==> src/rtl/nms_pkg.sv <==
// Shared types and constants for the NMS frame sequencer.
// No logic; consumed by the sequencer top and its address generator.
// Slot numbering matches the per-pixel NMS controller adjacency order.
package nms_pkg;

  typedef enum logic [1:0] {
    IDLE    = 2'd0,
    FETCH   = 2'd1,
    PRESENT = 2'd2,
    DONE    = 2'd3
  } state_e;

  typedef logic [3:0] slot_t;

  // Row-major 3x3 neighbourhood slots: NW,N,NE,W,C,E,SW,S,SE
  localparam slot_t NB_NW = 4'd0;
  localparam slot_t NB_N  = 4'd1;
  localparam slot_t NB_NE = 4'd2;
  localparam slot_t NB_W  = 4'd3;
  localparam slot_t NB_C  = 4'd4;
  localparam slot_t NB_E  = 4'd5;
  localparam slot_t NB_SW = 4'd6;
  localparam slot_t NB_S  = 4'd7;
  localparam slot_t NB_SE = 4'd8;

  localparam int NB_COUNT = 9;

endpackage

==> src/rtl/nms_addr_gen.sv <==
// Purpose: interior-pixel centre address walker plus 3x3 neighbour address mux.
// Latency: centre updates one cycle after init/advance; nbAddr/last are combinational.
// Backpressure: none internally; the caller only pulses advance on an accepted window.
module nms_addr_gen
  import nms_pkg::*;
#(
  parameter int IMG_W  = 30,
  parameter int IMG_H  = 30,
  parameter int ADDR_W = 15
) (
  input  logic              clock,
  input  logic              nReset,
  input  logic              init,
  input  logic              advance,
  input  slot_t             k,
  output logic [ADDR_W-1:0] centre,
  output logic [ADDR_W-1:0] nbAddr,
  output logic              last
);

  localparam logic [ADDR_W-1:0] W_A      = ADDR_W'(IMG_W);
  localparam logic [ADDR_W-1:0] ONE_A    = ADDR_W'(1);
  localparam logic [ADDR_W-1:0] THREE_A  = ADDR_W'(3);
  localparam logic [ADDR_W-1:0] FIRST_A  = ADDR_W'(IMG_W + 1);
  localparam logic [ADDR_W-1:0] LAST_COL = ADDR_W'(IMG_W - 2);
  localparam logic [ADDR_W-1:0] LAST_ROW = ADDR_W'(IMG_H - 2);

  logic [ADDR_W-1:0] centre_q, centre_d;
  logic [ADDR_W-1:0] col_q, col_d;
  logic [ADDR_W-1:0] row_q, row_d;

  // Centre/row/col registers
  always_ff @(posedge clock or negedge nReset) begin
    if (!nReset) begin
      centre_q <= '0;
      col_q    <= '0;
      row_q    <= '0;
    end else begin
      centre_q <= centre_d;
      col_q    <= col_d;
      row_q    <= row_d;
    end
  end

  // Incremental walk: +1 along a row, +3 to skip the right and left border pixels
  always_comb begin
    centre_d = centre_q;
    col_d    = col_q;
    row_d    = row_q;
    if (init) begin
      centre_d = FIRST_A;
      col_d    = ONE_A;
      row_d    = ONE_A;
    end else if (advance) begin
      if (col_q == LAST_COL) begin
        centre_d = centre_q + THREE_A;
        col_d    = ONE_A;
        row_d    = row_q + ONE_A;
      end else begin
        centre_d = centre_q + ONE_A;
        col_d    = col_q + ONE_A;
      end
    end
  end

  // Neighbour address for the slot currently being fetched
  always_comb begin
    nbAddr = centre_q;
    case (k)
      NB_NW:   nbAddr = centre_q - W_A - ONE_A;
      NB_N:    nbAddr = centre_q - W_A;
      NB_NE:   nbAddr = centre_q - W_A + ONE_A;
      NB_W:    nbAddr = centre_q - ONE_A;
      NB_C:    nbAddr = centre_q;
      NB_E:    nbAddr = centre_q + ONE_A;
      NB_SW:   nbAddr = centre_q + W_A - ONE_A;
      NB_S:    nbAddr = centre_q + W_A;
      NB_SE:   nbAddr = centre_q + W_A + ONE_A;
      default: nbAddr = centre_q;
    endcase
  end

  assign centre = centre_q;
  assign last   = (row_q == LAST_ROW) && (col_q == LAST_COL);

endmodule

==> src/rtl/nms_frame_sequencer.sv <==
// Purpose: walks interior pixels, fetches each 3x3 window via one-outstanding reads, hands it downstream.
// Latency: 9 FETCH cycles + 1 PRESENT cycle per pixel with zero-wait memory and winReady high.
// Backpressure: window and centre held in PRESENT until winReady; no reads are issued meanwhile.
module nms_frame_sequencer
  import nms_pkg::*;
#(
  parameter int IMG_W  = 30,
  parameter int IMG_H  = 30,
  parameter int ADDR_W = 15,
  parameter int DATA_W = 8
) (
  input  logic                   clock,
  input  logic                   nReset,
  input  logic                   start,
  output logic                   busy,
  output logic                   done,
  output logic                   memReq,
  output logic [ADDR_W-1:0]      memAddr,
  input  logic                   memAck,
  input  logic [DATA_W-1:0]      memData,
  output logic                   winValid,
  input  logic                   winReady,
  output logic [ADDR_W-1:0]      winAddr,
  output logic [9*DATA_W-1:0]    winData
);

  state_e                  state_q, state_d;
  slot_t                   k_q, k_d;
  logic [9*DATA_W-1:0]     win_q, win_d;
  logic [ADDR_W-1:0]       centre;
  logic [ADDR_W-1:0]       nb_addr;
  logic                    last;
  logic                    init;
  logic                    advance;

  assign init    = (state_q == IDLE) && start;
  assign advance = (state_q == PRESENT) && winReady && !last;

  nms_addr_gen #(
    .IMG_W  (IMG_W),
    .IMG_H  (IMG_H),
    .ADDR_W (ADDR_W)
  ) u_addr_gen (
    .clock   (clock),
    .nReset  (nReset),
    .init    (init),
    .advance (advance),
    .k       (k_q),
    .centre  (centre),
    .nbAddr  (nb_addr),
    .last    (last)
  );

  // State, slot index and window registers
  always_ff @(posedge clock or negedge nReset) begin
    if (!nReset) begin
      state_q <= IDLE;
      k_q     <= NB_NW;
      win_q   <= '0;
    end else begin
      state_q <= state_d;
      k_q     <= k_d;
      win_q   <= win_d;
    end
  end

  // Next-state: memAck only counts while a read is outstanding (FETCH)
  always_comb begin
    state_d = state_q;
    case (state_q)
      IDLE:    if (start) state_d = FETCH;
      FETCH:   if (memAck && (k_q == NB_SE)) state_d = PRESENT;
      PRESENT: if (winReady) state_d = last ? DONE : FETCH;
      DONE:    state_d = IDLE;
      default: state_d = IDLE;
    endcase
  end

  // Slot index and window capture
  always_comb begin
    k_d   = k_q;
    win_d = win_q;
    case (state_q)
      IDLE: if (start) k_d = NB_NW;
      FETCH: begin
        if (memAck) begin
          win_d[int'(k_q)*DATA_W +: DATA_W] = memData;
          if (k_q != NB_SE) k_d = k_q + slot_t'(1);
        end
      end
      PRESENT: if (winReady) k_d = NB_NW;
      default: k_d = k_q;
    endcase
  end

  // Outputs decoded from state; addresses forced to 0 outside their valid phase
  always_comb begin
    busy     = (state_q == FETCH) || (state_q == PRESENT);
    done     = (state_q == DONE);
    memReq   = (state_q == FETCH);
    memAddr  = (state_q == FETCH) ? nb_addr : '0;
    winValid = (state_q == PRESENT);
    winAddr  = (state_q == PRESENT) ? centre : '0;
    winData  = win_q;
  end

endmodule
==> config.mk <==
export PLATFORM = sky130hd
export DESIGN_NAME = nms_frame_sequencer
export DESIGN_NICKNAME = d
export VERILOG_FILES = /design/src/rtl/nms_pkg.sv /design/src/rtl/nms_addr_gen.sv /design/src/rtl/nms_frame_sequencer.sv
export SDC_FILE = /design/constraint.sdc
export NUM_CORES = 1
export LEC_CHECK = 0
export CAP_MARGIN = 20
export CORE_ASPECT_RATIO = 0.75
export CORE_MARGIN = 3
export CORE_UTILIZATION = 30
export CTS_CLUSTER_DIAMETER = 60
export DETAILED_ROUTE_END_ITERATION = 6
export GPL_TIMING_DRIVEN = 0
export SYNTH_ARGS = -nofsm -noshare
export SYNTH_HDL_FRONTEND = slang
export SYNTH_HIERARCHICAL = 1
export SYNTH_SLANG_ARGS = --single-unit
export TNS_END_PERCENT = 5
==> constraint.sdc <==
create_clock -name clock -period 4.4 [get_ports clock]
set_input_delay 0.88 -clock clock [delete_from_list [all_inputs] [get_ports clock]]
set_output_delay 0.88 -clock clock [all_outputs]
set_load 0.05 [all_outputs]
**After elaboration in Yosys (flattened, before gate mapping)**

Cells that the tools add are included.

- Output and inout bits: 106
- Input bits: 13
- Logic and storage cells: 78
- Register bits: 123

- Add/sub/neg operators: 13
- Mux-type cells: 23
- Shift operators: 2
- Reductions and logical operators: 16
- Equality and inequality tests: 18

Operators with widths:

| cell | number |
|---|---|
| $mux 15 | 11 |
| $pmux 15 s8 | 1 |
| $add 15x1->15 const B | 5 |
| $bwmux 72 | 1 |
| $shift 8x33->72 const A | 1 |
| $shiftx 8x33->72 | 1 |
| $sub 15x1->15 const B | 3 |
| $neg 7->33 | 1 |
| $eq 15x5->1 const B | 2 |
| $mux 4 | 4 |
| $add 15x2->15 const B | 1 |
| $add 15x5->15 const B | 1 |
| $sub 15x5->15 const B | 1 |
| $eq 4x3->1 const B | 3 |
| $pmux 4 s3 | 1 |
| $eq 4x2->1 const B | 2 |
| $mux 2 | 4 |
| $ne 2x1->1 const B | 4 |
| $pmux 2 s4 | 1 |
| $logic_and 1x1->1 | 5 |
| $reduce_and 5->1 | 1 |
| $add 4x1->4 const B | 1 |
| $eq 2x2->1 const B | 2 |
| $eq 4x1->1 const B | 1 |
| 12 further kinds | 14 |

**Longest topological paths before layout**

Gate-level depths: netlist (run 1).

- Depth in word-level cells: 6
- Depth in mapped cells: 15
- Mapped depth without buffers: 13

**Modules after synthesis**

Netlist (run 1), hierarchy kept.

By module, submodules not included:

| module | cells an instance | times used | area each (um^2) | sequential area each (um^2) |
|---|---|---|---|---|
| nms_addr_gen | 676 | 1 | 5,071.1 | 1,126.1 |
| nms_frame_sequencer | 365 | 1 | 3,759.9 | 1,951.9 |

**Worst setup path before layout (run 1)**

No wires, ideal clock.

- Path type: register to output
- Start: reg u_addr_gen.centre_q[2] (netlist: u_addr_gen/centre[2])
- End: out memAddr[14]
- Arrival: 3,328 ps
- Slack: 192 ps
- Path buffers: 2
- Data required time: 3,520 ps
- Cell stages (with the launch flop): 14
- Path through: dfrtp_1 clkbuf_1 inv_1 ha_1 buf_2 nor3b_2 or4_1 a211o_1 o211ai_2 and2b_1 nand4_1 xnor2_1 o221ai_1 and2_1

- Longest elaborated chain between the ends: 4
- Elaborated cells between the ends (all ways): 10
- Classes of those cells: 8 x add/sub; 2 x mux

RTL lines:

| element | line | source |
|---|---|---|
| start, declared | nms_addr_gen.sv:28 | `logic [ADDR_W-1:0] centre_q, centre_d;` |
| start signal, assigned | nms_addr_gen.sv:39 | `centre_q <= centre_d;` |
| $add 15x5->15 / $sub 15x5->15 (equally long branches) | n/a |  |
| $add 15x1->15, or another cell as far along | nms_addr_gen.sv:78 | `NB_SE: nbAddr = centre_q + W_A + ONE_A;` |
| $pmux 15 s8 * | nms_addr_gen.sv:69 | `case (k)` |
| net nb_addr[14] | nms_frame_sequencer.sv:31 | `logic [ADDR_W-1:0] nb_addr;` |
| $mux 15 * | nms_frame_sequencer.sv:101 | `memAddr = (state_q == FETCH) ? nb_addr : '0;` |
| end, declared | nms_frame_sequencer.sv:18 | `output logic [ADDR_W-1:0] memAddr,` |

Mark *: on every way through the listed nets, which the timed path passes. The rest lies on a longest branch.

**Worst setup path after layout (run 1)**

- Start: reg u_addr_gen.centre_q[1] (netlist: u_addr_gen/centre[1])
- End: out memAddr[13]

The elaborated chain is that of the path after synthesis.

==> results of run 1 <==
[cell type report]
type,instances,area (um^2),share of cell area
inverters,27,115,0.0100
clock inverters,13,144,0.0125
multi-input cells,821,5500,0.479
flip-flops and latches,123,3080,0.268
repair buffers,135,1320,0.114
well taps,385,482,0.0419
plain buffers,70,397,0.0345
clock buffers,19,453,0.0394
[worst paths after layout]
check | startpoint | to | slack [ns] | cells past startpoint
max | u_addr_gen/centre[1] | memAddr[13] | -0.06 | 15
min | nReset | u_addr_gen/centre[12] | 0.39 | 1
max reg2reg | u_addr_gen/col_q[0] | u_addr_gen/row_q[13] | 0.96 | 13
min reg2reg | winData[12] | winData[12] | 0.48 | 2
max in group asynchronous | nReset | k_q[0] | 3.20 | 2
min in group clock | winData[12] | winData[12] | 0.48 | 2
[power breakdown]
part           leakage [nW]  switching, W  internal [W]  total [W]
Combinational          2.62       0.00263       0.00152    0.00415
Sequential             1.67     0.0000754       0.00122    0.00129
Clock                 0.282      0.000536      0.000866    0.00140
[registers in the layout (all words and copies together) (netlist names)]
name,cells
winData,72
u_addr_gen/centre,15
u_addr_gen/col_q,15
u_addr_gen/row_q,15
k_q,4
state_q,2
[what timing repair did]
item,CTS,global route
buffers inserted,12,4
gates resized for setup,93,39
pin swaps,8,9
setup endpoints to repair,14,12
[critical path: cells and delay by family, from the launching register on]
| family | cells | cell delay [ns] |
|---|---|---|
| DFF | 1 | 0.36 |
| AOI/OAI and AO/OA | 3 | 0.60 |
| buffers and inverters | 5 | 0.65 |
| muxes | 1 | 0.14 |
| adders and majority gates | 1 | 0.21 |
| and+or+nand+nor | 5 | 1.19 |
[layer usage]
metal  global-route usage  up-vias  wire, um
li1                     -     4009         -
met1                0.280     3998     14200
met2                0.254      294     11800
met3               0.0454       20      2320
met4               0.0327        0       299
met5                    0        -         0
[cells in the final DEF, fill, tap and decap left out, types with 20 or more instances in the layout]
cell type	instances
sky130_fd_sc_hd__nor3_1	21
sky130_fd_sc_hd__dfrtp_1	118
sky130_fd_sc_hd__xnor2_1	49
sky130_fd_sc_hd__nor2_1	80
sky130_fd_sc_hd__nand3_1	29
sky130_fd_sc_hd__a21oi_1	44
sky130_fd_sc_hd__buf_4	25
sky130_fd_sc_hd__nand2_1	157
sky130_fd_sc_hd__clkbuf_1	26
sky130_fd_sc_hd__and2_1	41
sky130_fd_sc_hd__o21ai_0	75
sky130_fd_sc_hd__ha_1	20
sky130_fd_sc_hd__xor2_1	30
sky130_fd_sc_hd__clkdlybuf4s50_1	103
sky130_fd_sc_hd__inv_1	24
[kinds of logic after synthesis]
family / count (synthesis)
simple gates: 458
compound gates: 226
flops: 123
buf+inv: 97
xor+xnor: 87
mux: 30
fa+ha+maj: 20
[cell usage after synthesis, types with 18 or more instances]
master and count:
sky130_fd_sc_hd__nand2_1 158, sky130_fd_sc_hd__dfrtp_1 123, sky130_fd_sc_hd__nor2_1 81, sky130_fd_sc_hd__o21ai_0 76, sky130_fd_sc_hd__xnor2_1 53, sky130_fd_sc_hd__a21oi_1 44, sky130_fd_sc_hd__and2_1 42, sky130_fd_sc_hd__clkbuf_1 37
sky130_fd_sc_hd__xor2_1 33, sky130_fd_sc_hd__nand3_1 29, sky130_fd_sc_hd__inv_1 24, sky130_fd_sc_hd__nor3_1 23, sky130_fd_sc_hd__ha_1 20, sky130_fd_sc_hd__nand4_1 19, sky130_fd_sc_hd__o31ai_1 18
[stage by stage]
stage,hold WS [ns],setup TNS (ns),cells
3_3_place_gp,0.465,-336.14,1544
5_1_grt,0.408,-1.24,1593
2_1_floorplan,0.497,0,1041
6_report,0.387,-0.115,1593
4_1_cts,0.396,-0.446,1589
3_5_place_dp,0.471,-10.19,1545
==> metrics, run 1 <==
final number of setup-violating endpoints 3; area share of xor/xnor cells in the synthesized design 0.0884; pin count of the biggest net entering global routing 79; cells traversed along the worst timing path buf_6, inv_4, ha_1, buf_6, nor3b_4, buf_4, or4_1, a211o_1, o211ai_2, and2b_1, nand4_1, mux2i_1, a41oi_1, and2_1, buf_6; # diodes 0; multiplexer area fraction after synthesis 0.0364; TritonCTS clock tree yes; cts-stage hold buffer count 0; First DRT Iteration DRCs 677; maximum ir drop on the vdd rail 485 uV; share of the synthesized area in the top cell type 0.349; cts bufs inserted 17; max-slew headroom at the worst pin 0.387; FF+latch count, synth 123; post-route design area 11500 um^2; fraction of registers with async set/reset 1.00; setup slack after layout -0.0614 ns; count of warnings emitted by yosys 6; final cycle utilization of the critical path 1.01; Syn Nets 1074; total number of nets in the final design 1228; Worst Setup Path Type flip-flop to output pin; Synth Area in Adders 0.0283; syn avg cell area 8.48 um^2; Netlist cell types 94; number of port buffers 118; master cell of the clock root buffer sky130_fd_sc_hd__clkbuf_16; Synth Cell Area 8830 um^2; setup skew after layout 0.00817 ns; Top FF cell, synth sky130_fd_sc_hd__dfrtp_1; H-tree depth reported by CTS 4; clock transition at the registers of the reported paths 0.06 ns; library cell with the largest summed area after synthesis sky130_fd_sc_hd__dfrtp_1; share of cells above drive strength 1 0.162; type of destination of the critical path output pin; total vias in the final route 8321; min-delay worst type input pin to asynchronous set/reset pin; main combinational cell family by area after synthesis simple AND/OR/NAND/NOR gates; GR Overflow Total 0; routed via count divided by cell count 5.22; first-pass GRT wire length 45.4 mm; core occupancy in the finished layout 0.403; leakage power summed over all cells 4.57 nW; RSZ-0062 raised after global routing true; antenna-violating nets left 0; Cell Area, Placed 10500 um^2; HPWL Detailed 21.8 mm; GRT Resource Usage Total 0.181; clock latency at the later pin of the worst-skew pair 0.42 ns; EDFF count, synth 0; routed wirelength normalized by instance count 18.0 um; Routed Wire Length 28.6 mm; CP Launch Type flip-flop; top-level port count 119; number of search-and-repair iterations in the first detailed-routing pass 6; post-layout total power 0.00685 W; number of sinks on the clock net 123; Post-Synth Simple-Gate Area 0.274; worst setup timing slack at the placement stage -1.05 ns; DIE HEIGHT 155 um; GP Congestion 0.993; initial antenna violation count 0; complex-gate fraction of the synthesized area 0.172; number of pins with negative max-slew slack in the final report 0; count of unresolved DRC violations after routing 0; maximum clock frequency 224 MHz; post-synthesis cell count 1041; vias in the first global route 7844; number of fill cells 2900; slowest stage cell on the critical path sky130_fd_sc_hd__or4_1; top cells by area in the synthesized netlist sky130_fd_sc_hd__dfrtp_1, sky130_fd_sc_hd__nand2_1, sky130_fd_sc_hd__xnor2_1, sky130_fd_sc_hd__o21ai_0, sky130_fd_sc_hd__nor2_1; power density cells 596 nW/um^2; area delta synth->final 30.1%; register area share after synthesis 0.349; full die area 31600 um^2; run status complete, but fails checks; Worst-Margin Slew 0.910 ns; worst-case clock buffer depth 2; violations in the final reports negative setup slack; core region area 28500 um^2; effective utilization at floorplan 0.310; reported max-cap violation count 0; final hold violation count 0; maximum fanout along the worst path 12; Die X 204 um; data arrival time of the critical path 3.58 ns; Slowest Stage Delay on Critical Path 0.53 ns; final critical-path required period 4.46 ns; most repeated library cell on the critical path sky130_fd_sc_hd__buf_6; Critical Path RT 3.52 ns; std cell rows 53
(Power assumes the default switching activity.)
==> run 2: changes to the inputs <==
--- a/config.mk
+++ b/config.mk
@@ -6,12 +6,14 @@
 export NUM_CORES = 1
 export LEC_CHECK = 0
 export CAP_MARGIN = 20
+export CELL_PAD_IN_SITES_DETAIL_PLACEMENT = 1
+export CELL_PAD_IN_SITES_GLOBAL_PLACEMENT = 1
 export CORE_ASPECT_RATIO = 0.75
-export CORE_MARGIN = 3
 export CORE_UTILIZATION = 30
 export CTS_CLUSTER_DIAMETER = 60
 export DETAILED_ROUTE_END_ITERATION = 6
 export GPL_TIMING_DRIVEN = 0
+export PLACE_DENSITY_LB_ADDON = 0.1
 export SYNTH_ARGS = -nofsm -noshare
 export SYNTH_HDL_FRONTEND = slang
 export SYNTH_HIERARCHICAL = 1
==> constraint.sdc (replaced) <==
create_clock -name clock -period 4.7 [get_ports clock]
set_input_delay 0.94 -clock clock [delete_from_list [all_inputs] [get_ports clock]]
set_output_delay 0.94 -clock clock [all_outputs]
set_load 0.05 [all_outputs]
==> run 2 against run 1 <==
Against the previous run: the run now ends clean; combinational power fell by 3%; wire length grew 14%; first-iteration DRC count decreased by 25%.
==> metrics, run 2 (synthesized netlist as in run 1, its figures left out) <==
run status completed; initial antenna violation count 0; max-slew headroom at the worst pin 0.461; H-tree depth reported by CTS 4; maximum clock frequency 214 MHz; hold path startpoint winData[41]; Die X 200 um; antenna-violating nets left 0; CP Launch Type flip-flop; min-delay worst type flip-flop to flip-flop; final critical-path required period 4.67 ns; master cell of the clock root buffer sky130_fd_sc_hd__clkbuf_16; number of pins with negative max-slew slack in the final report 0; reported max-cap violation count 0; most frequent standard cell in the layout excluding fill and tap cells sky130_fd_sc_hd__nand2_1; final cycle utilization of the critical path 0.994; RSZ-0062 raised after global routing true; final number of setup-violating endpoints 0; number of port buffers 118; share of cells above drive strength 1 0.168; Worst Setup Path Type flip-flop to output pin; First DRT Iteration DRCs 509; worst setup timing slack at the placement stage -0.943 ns; routed via count divided by cell count 5.23; Int Pwr 0.00339 W; setup skew after layout 0.00961 ns; maximum ir drop on the vdd rail 321 uV; Worst-Margin Slew 0.800 ns; HPWL Detailed 24.7 mm; launch point of the worst reg-to-reg path u_addr_gen/col_q[0]; pin count of the biggest net entering global routing 77; maximum fanout along the worst path 9; leakage power summed over all cells 4.63 nW; core region area 28400 um^2; total vias in the final route 8340; post-route worst hold slack 0.475 ns; count of cells along the worst register-to-register path 13; first-pass GRT wire length 51.0 mm; effective utilization at floorplan 0.310; most used cells in the layout excluding fill and tap cells sky130_fd_sc_hd__nand2_1, sky130_fd_sc_hd__dfrtp_1, sky130_fd_sc_hd__clkdlybuf4s50_1, sky130_fd_sc_hd__nor2_1, sky130_fd_sc_hd__o21ai_0; final hold violation count 0; clock latency at the later pin of the worst-skew pair 0.44 ns; cts bufs inserted 17; number of sinks on the clock net 123; Routed Wire Length 32.5 mm; power density cells 570 nW/um^2; GP Congestion 0.882; area delta synth->final 30.9%; type of destination of the critical path output pin; sequential power share 0.185; end point of the most critical hold path winData[41]; total number of nets in the final design 1230; GRT Resource Usage Total 0.222; cts-stage hold buffer count 0; GR Overflow Total 0; number of search-and-repair iterations in the first detailed-routing pass 5; # diodes 0; number of fill cells 3310; depth of the worst hold-timing path 2; reg2reg setup slack 1.14 ns; core occupancy in the finished layout 0.406; worst reg2reg endpoint u_addr_gen/row_q[13]; Cell Area, Placed 10500 um^2; TritonCTS clock tree yes; clock transition at the registers of the reported paths 0.06 ns; std cell rows 53; worst-case clock buffer depth 2; count of unresolved DRC violations after routing 0; full die area 30100 um^2; routed wirelength normalized by instance count 20.4 um; vias in the first global route 8354; Critical Path RT 3.76 ns; data arrival time of the critical path 3.73 ns; net switching share of the total power 0.486; setup slack after layout 0.0273 ns; DIE HEIGHT 151 um; Clock power frac 0.205; top-level port count 119; P_sw 0.00320 W; flip-flop count of the largest register after layout 72; proportion of power drawn by combinational gates 0.610; post-route design area 11600 um^2
-- run 2: timing repair --
| action | CTS | global route |
|---|---|---|
| buffers inserted | 8 | 11 |
| pin swaps | 5 | 10 |
| resized for setup | 85 | 50 |
| endpoints found under the setup margin | 14 | 14 |
-- run 2: power groups by stage --
stage	sequential, W	clock, W	combinational (W)
after CTS	0.00122	0.00139	0.00384
final	0.00122	0.00135	0.00402
after global placement	0.00124	0	0.00363
after global routing	0.00123	0.00143	0.00431
after detailed placement	0.00124	0	0.00366
after floorplan	0.00132	0	0.00251
-- run 2: worst max-delay path: stages (launching register included) --
cell and delay [ns]:
sky130_fd_sc_hd__dfrtp_2 0.44, sky130_fd_sc_hd__clkbuf_16 0.15, sky130_fd_sc_hd__inv_1 0.11, sky130_fd_sc_hd__ha_1 0.18, sky130_fd_sc_hd__buf_6 0.14, sky130_fd_sc_hd__nor3b_4 0.37, sky130_fd_sc_hd__and2_1 0.20, sky130_fd_sc_hd__a211oi_2 0.06
sky130_fd_sc_hd__xor2_2 0.21, sky130_fd_sc_hd__nor4_4 0.41, sky130_fd_sc_hd__nand2_1 0.14, sky130_fd_sc_hd__xnor2_1 0.15, sky130_fd_sc_hd__o221ai_1 0.22, sky130_fd_sc_hd__and2_1 0.16, sky130_fd_sc_hd__clkdlybuf4s18_2 0.36
-- run 2: worst max path at each step --
| stage | start | endpoint | depth (start not counted) |
|---|---|---|---|
| 3_5_place_dp | u_addr_gen/centre[2] | memAddr[14] | 14 |
| 2_1_floorplan | u_addr_gen/centre[2] | memAddr[14] | 13 |
| 6_report | u_addr_gen/centre[2] | memAddr[8] | 14 |
| 3_3_place_gp | nReset | winData[68] | 1 |
| 5_1_grt | u_addr_gen/centre[2] | memAddr[11] | 15 |
| 4_1_cts | k_q[0] | memAddr[3] | 12 |
-- run 2: stage by stage --
stage	power, W	std cells	setup TNS [ns]
4_1_cts	0.00644	1585	-0.392
3_5_place_dp	0.00490	1545	-9.49
5_1_grt	0.00697	1595	-0.612
2_1_floorplan	0.00384	1041	0
6_report	0.00659	1595	0
3_3_place_gp	0.00487	1544	-326.63
-- run 2: metal layers --
layer	GRT usage	wire length [um]
met2	0.305	13100
met1	0.348	17400
met5	0	0
met3	0.0455	1730
met4	0.0419	229
-- run 2: cell type report --
class                           count  area, um^2  share of cell area
Sequential cell                   123        3080               0.267
Tap cell                          385         482              0.0417
Inverter                           27         118              0.0102
Buffer                             69         408              0.0353
Clock buffer                       18         439              0.0380
Multi-Input combinational cell    821        5520               0.478
Clock inverter                     14         160              0.0139
Timing Repair Buffer              138        1340               0.116
==> run 3: changes to the inputs <==
--- a/config.mk
+++ b/config.mk
@@ -14,6 +14,7 @@
 export DETAILED_ROUTE_END_ITERATION = 6
 export GPL_TIMING_DRIVEN = 0
 export PLACE_DENSITY_LB_ADDON = 0.1
+export SLEW_MARGIN = 20
 export SYNTH_ARGS = -nofsm -noshare
 export SYNTH_HDL_FRONTEND = slang
 export SYNTH_HIERARCHICAL = 1
==> run 3 against run 2 <==
Against the previous run: design area rose by 0.28%; sequential power about the same; sequential share of layout area decreased by 0.053 points; wire length about the same; largest cell class unchanged; register-to-register slack barely moved; hold slack got worse by 0.0043 ns; critical path type unchanged; clock-buffer cell count is the same; total power decreased by 0.24%; first-iteration DRC count shrank 5.7%; critical path depth shrank 3.
==> metrics, run 3 (synthesized netlist as in run 1, its figures left out) <==
run status completed; maximum clock frequency 213 MHz; first-pass GRT wire length 51.3 mm; Die X 200 um; data arrival time of the critical path 3.75 ns; First DRT Iteration DRCs 480; final number of setup-violating endpoints 0; H-tree depth reported by CTS 4; effective utilization at floorplan 0.310; std cell rows 53; final hold violation count 0; final critical-path required period 4.69 ns; clock transition at the registers of the reported paths 0.06 ns; worst-case clock buffer depth 2; top-level port count 119; clock latency at the later pin of the worst-skew pair 0.43 ns; vias in the first global route 8436; routed via count divided by cell count 5.24; Slowest Stage Delay on Critical Path 0.57 ns; cts bufs inserted 17; setup skew after layout 0.00928 ns; core occupancy in the finished layout 0.407; number of port buffers 118; number of sinks on the clock net 123; number of pins with negative max-slew slack in the final report 0; initial antenna violation count 0; routed wirelength normalized by instance count 20.3 um; master cell of the clock root buffer sky130_fd_sc_hd__clkbuf_16; total number of nets in the final design 1237; total vias in the final route 8393; number of search-and-repair iterations in the first detailed-routing pass 5; cells traversed along the worst timing path buf_2, buf_2, o41a_1, nand2_1, o21ai_0, a21oi_1, a211oi_1, a311oi_1, o221ai_1, and2_1, dlygate4sd2_1; busiest layer in global routing met1; max-slew headroom at the worst pin 0.507; GRT Resource Usage Total 0.221; Worst-Margin Slew 0.734 ns; Routed Wire Length 32.5 mm; maximum fanout along the worst path 10; post-route worst hold slack 0.470 ns; most repeated library cell on the critical path sky130_fd_sc_hd__buf_2; most frequent standard cell in the layout excluding fill and tap cells sky130_fd_sc_hd__nand2_1; CP Launch Type flip-flop; HPWL Detailed 24.8 mm; reported max-cap violation count 0; final cycle utilization of the critical path 0.998; # diodes 0; leakage power summed over all cells 4.66 nW; area delta synth->final 31.2%; count of unresolved DRC violations after routing 0; met3 layer usage reported by global route 0.0405; pin count of the biggest net entering global routing 77; post-layout total power 0.00657 W; GP Congestion 0.882; DIE HEIGHT 151 um; RSZ-0062 raised after global routing true; core region area 28400 um^2; type of destination of the critical path output pin; met1 usage in global routing 0.348; flip-flop count of the largest register after layout 72; min-delay worst type input pin to asynchronous set/reset pin; Worst Setup Path Type flip-flop to output pin; GR Util met2 0.302; antenna-violating nets left 0; GR Overflow Total 0; power density cells 567 nW/um^2; slowest stage cell on the critical path sky130_fd_sc_hd__a311oi_1; most used cells in the layout excluding fill and tap cells sky130_fd_sc_hd__nand2_1, sky130_fd_sc_hd__dfrtp_1, sky130_fd_sc_hd__clkdlybuf4s50_1, sky130_fd_sc_hd__nor2_1, sky130_fd_sc_hd__o21ai_0; TritonCTS clock tree yes; Critical Path RT 3.76 ns; share of cells above drive strength 1 0.172; full die area 30100 um^2; maximum ir drop on the vdd rail 317 uV
[run 3: timing repair]
item	CTS	global route
hold buffers	0	0
pin swaps	5	14
endpoints found under the setup margin	14	14
resized for setup	88	43
gates cloned	0	0
buffers inserted	13	15
[run 3: per-layer routing]
layer  wire [um]  vias up
met5           0        -
met4         336        0
met3        1700       25
met2       13100      184
met1       17400     4181
li1            -     4003
[run 3: critical path, delay by kind of cell (launching register included)]
family	cells	cell delay, ns
DFF	1	0.44
and+or+nand+nor	2	0.30
AOI/OAI and AO/OA	6	1.72
buffers and inverters	3	0.86
[run 3: where the power goes]
group	internal, W	switching [W]	leakage (nW)
registers	0.00114	0.0000866	1.67
clock network	0.000806	0.000548	0.283
logic	0.00144	0.00255	2.71
total	0.00339	0.00318	4.66
[run 3: final cells by class]
class | instances | area (um^2)
multi-input cells | 821 | 5490
plain buffers | 67 | 405
fillers | 3339 | 16900
clock buffers | 18 | 439
repair buffers | 147 | 1410
clock inverters | 14 | 161
flip-flops and latches | 123 | 3090
inverters | 27 | 116
well taps | 385 | 482
[run 3: path summary, 6_finish.rpt]
path | depth (start not counted) | slack (ns) | to | from
worst min register to register | 2 | 0.47 | winData[41] | winData[41]
max in group asynchronous | 2 | 3.53 | k_q[1] | nReset
worst min-delay path | 1 | 0.47 | winData[34] | nReset
worst max-delay path | 11 | 0.008 | memAddr[6] | u_addr_gen/centre[3]
min in group clock | 2 | 0.47 | winData[41] | winData[41]
worst max register to register | 13 | 1.14 | u_addr_gen/row_q[13] | u_addr_gen/col_q[0]
[run 3: stage by stage]
stage	setup WS (ns)	setup TNS [ns]	instance area, um^2	std cells
floorplan	0.432	0	8830	1041
global placement	-2.60	-326.63	10500	1544
detailed placement	-0.954	-9.67	10500	1545
CTS	-0.0550	-0.0550	11400	1590
global route	-0.0955	-0.428	11600	1602
finish	0.00844	0	11600	1602
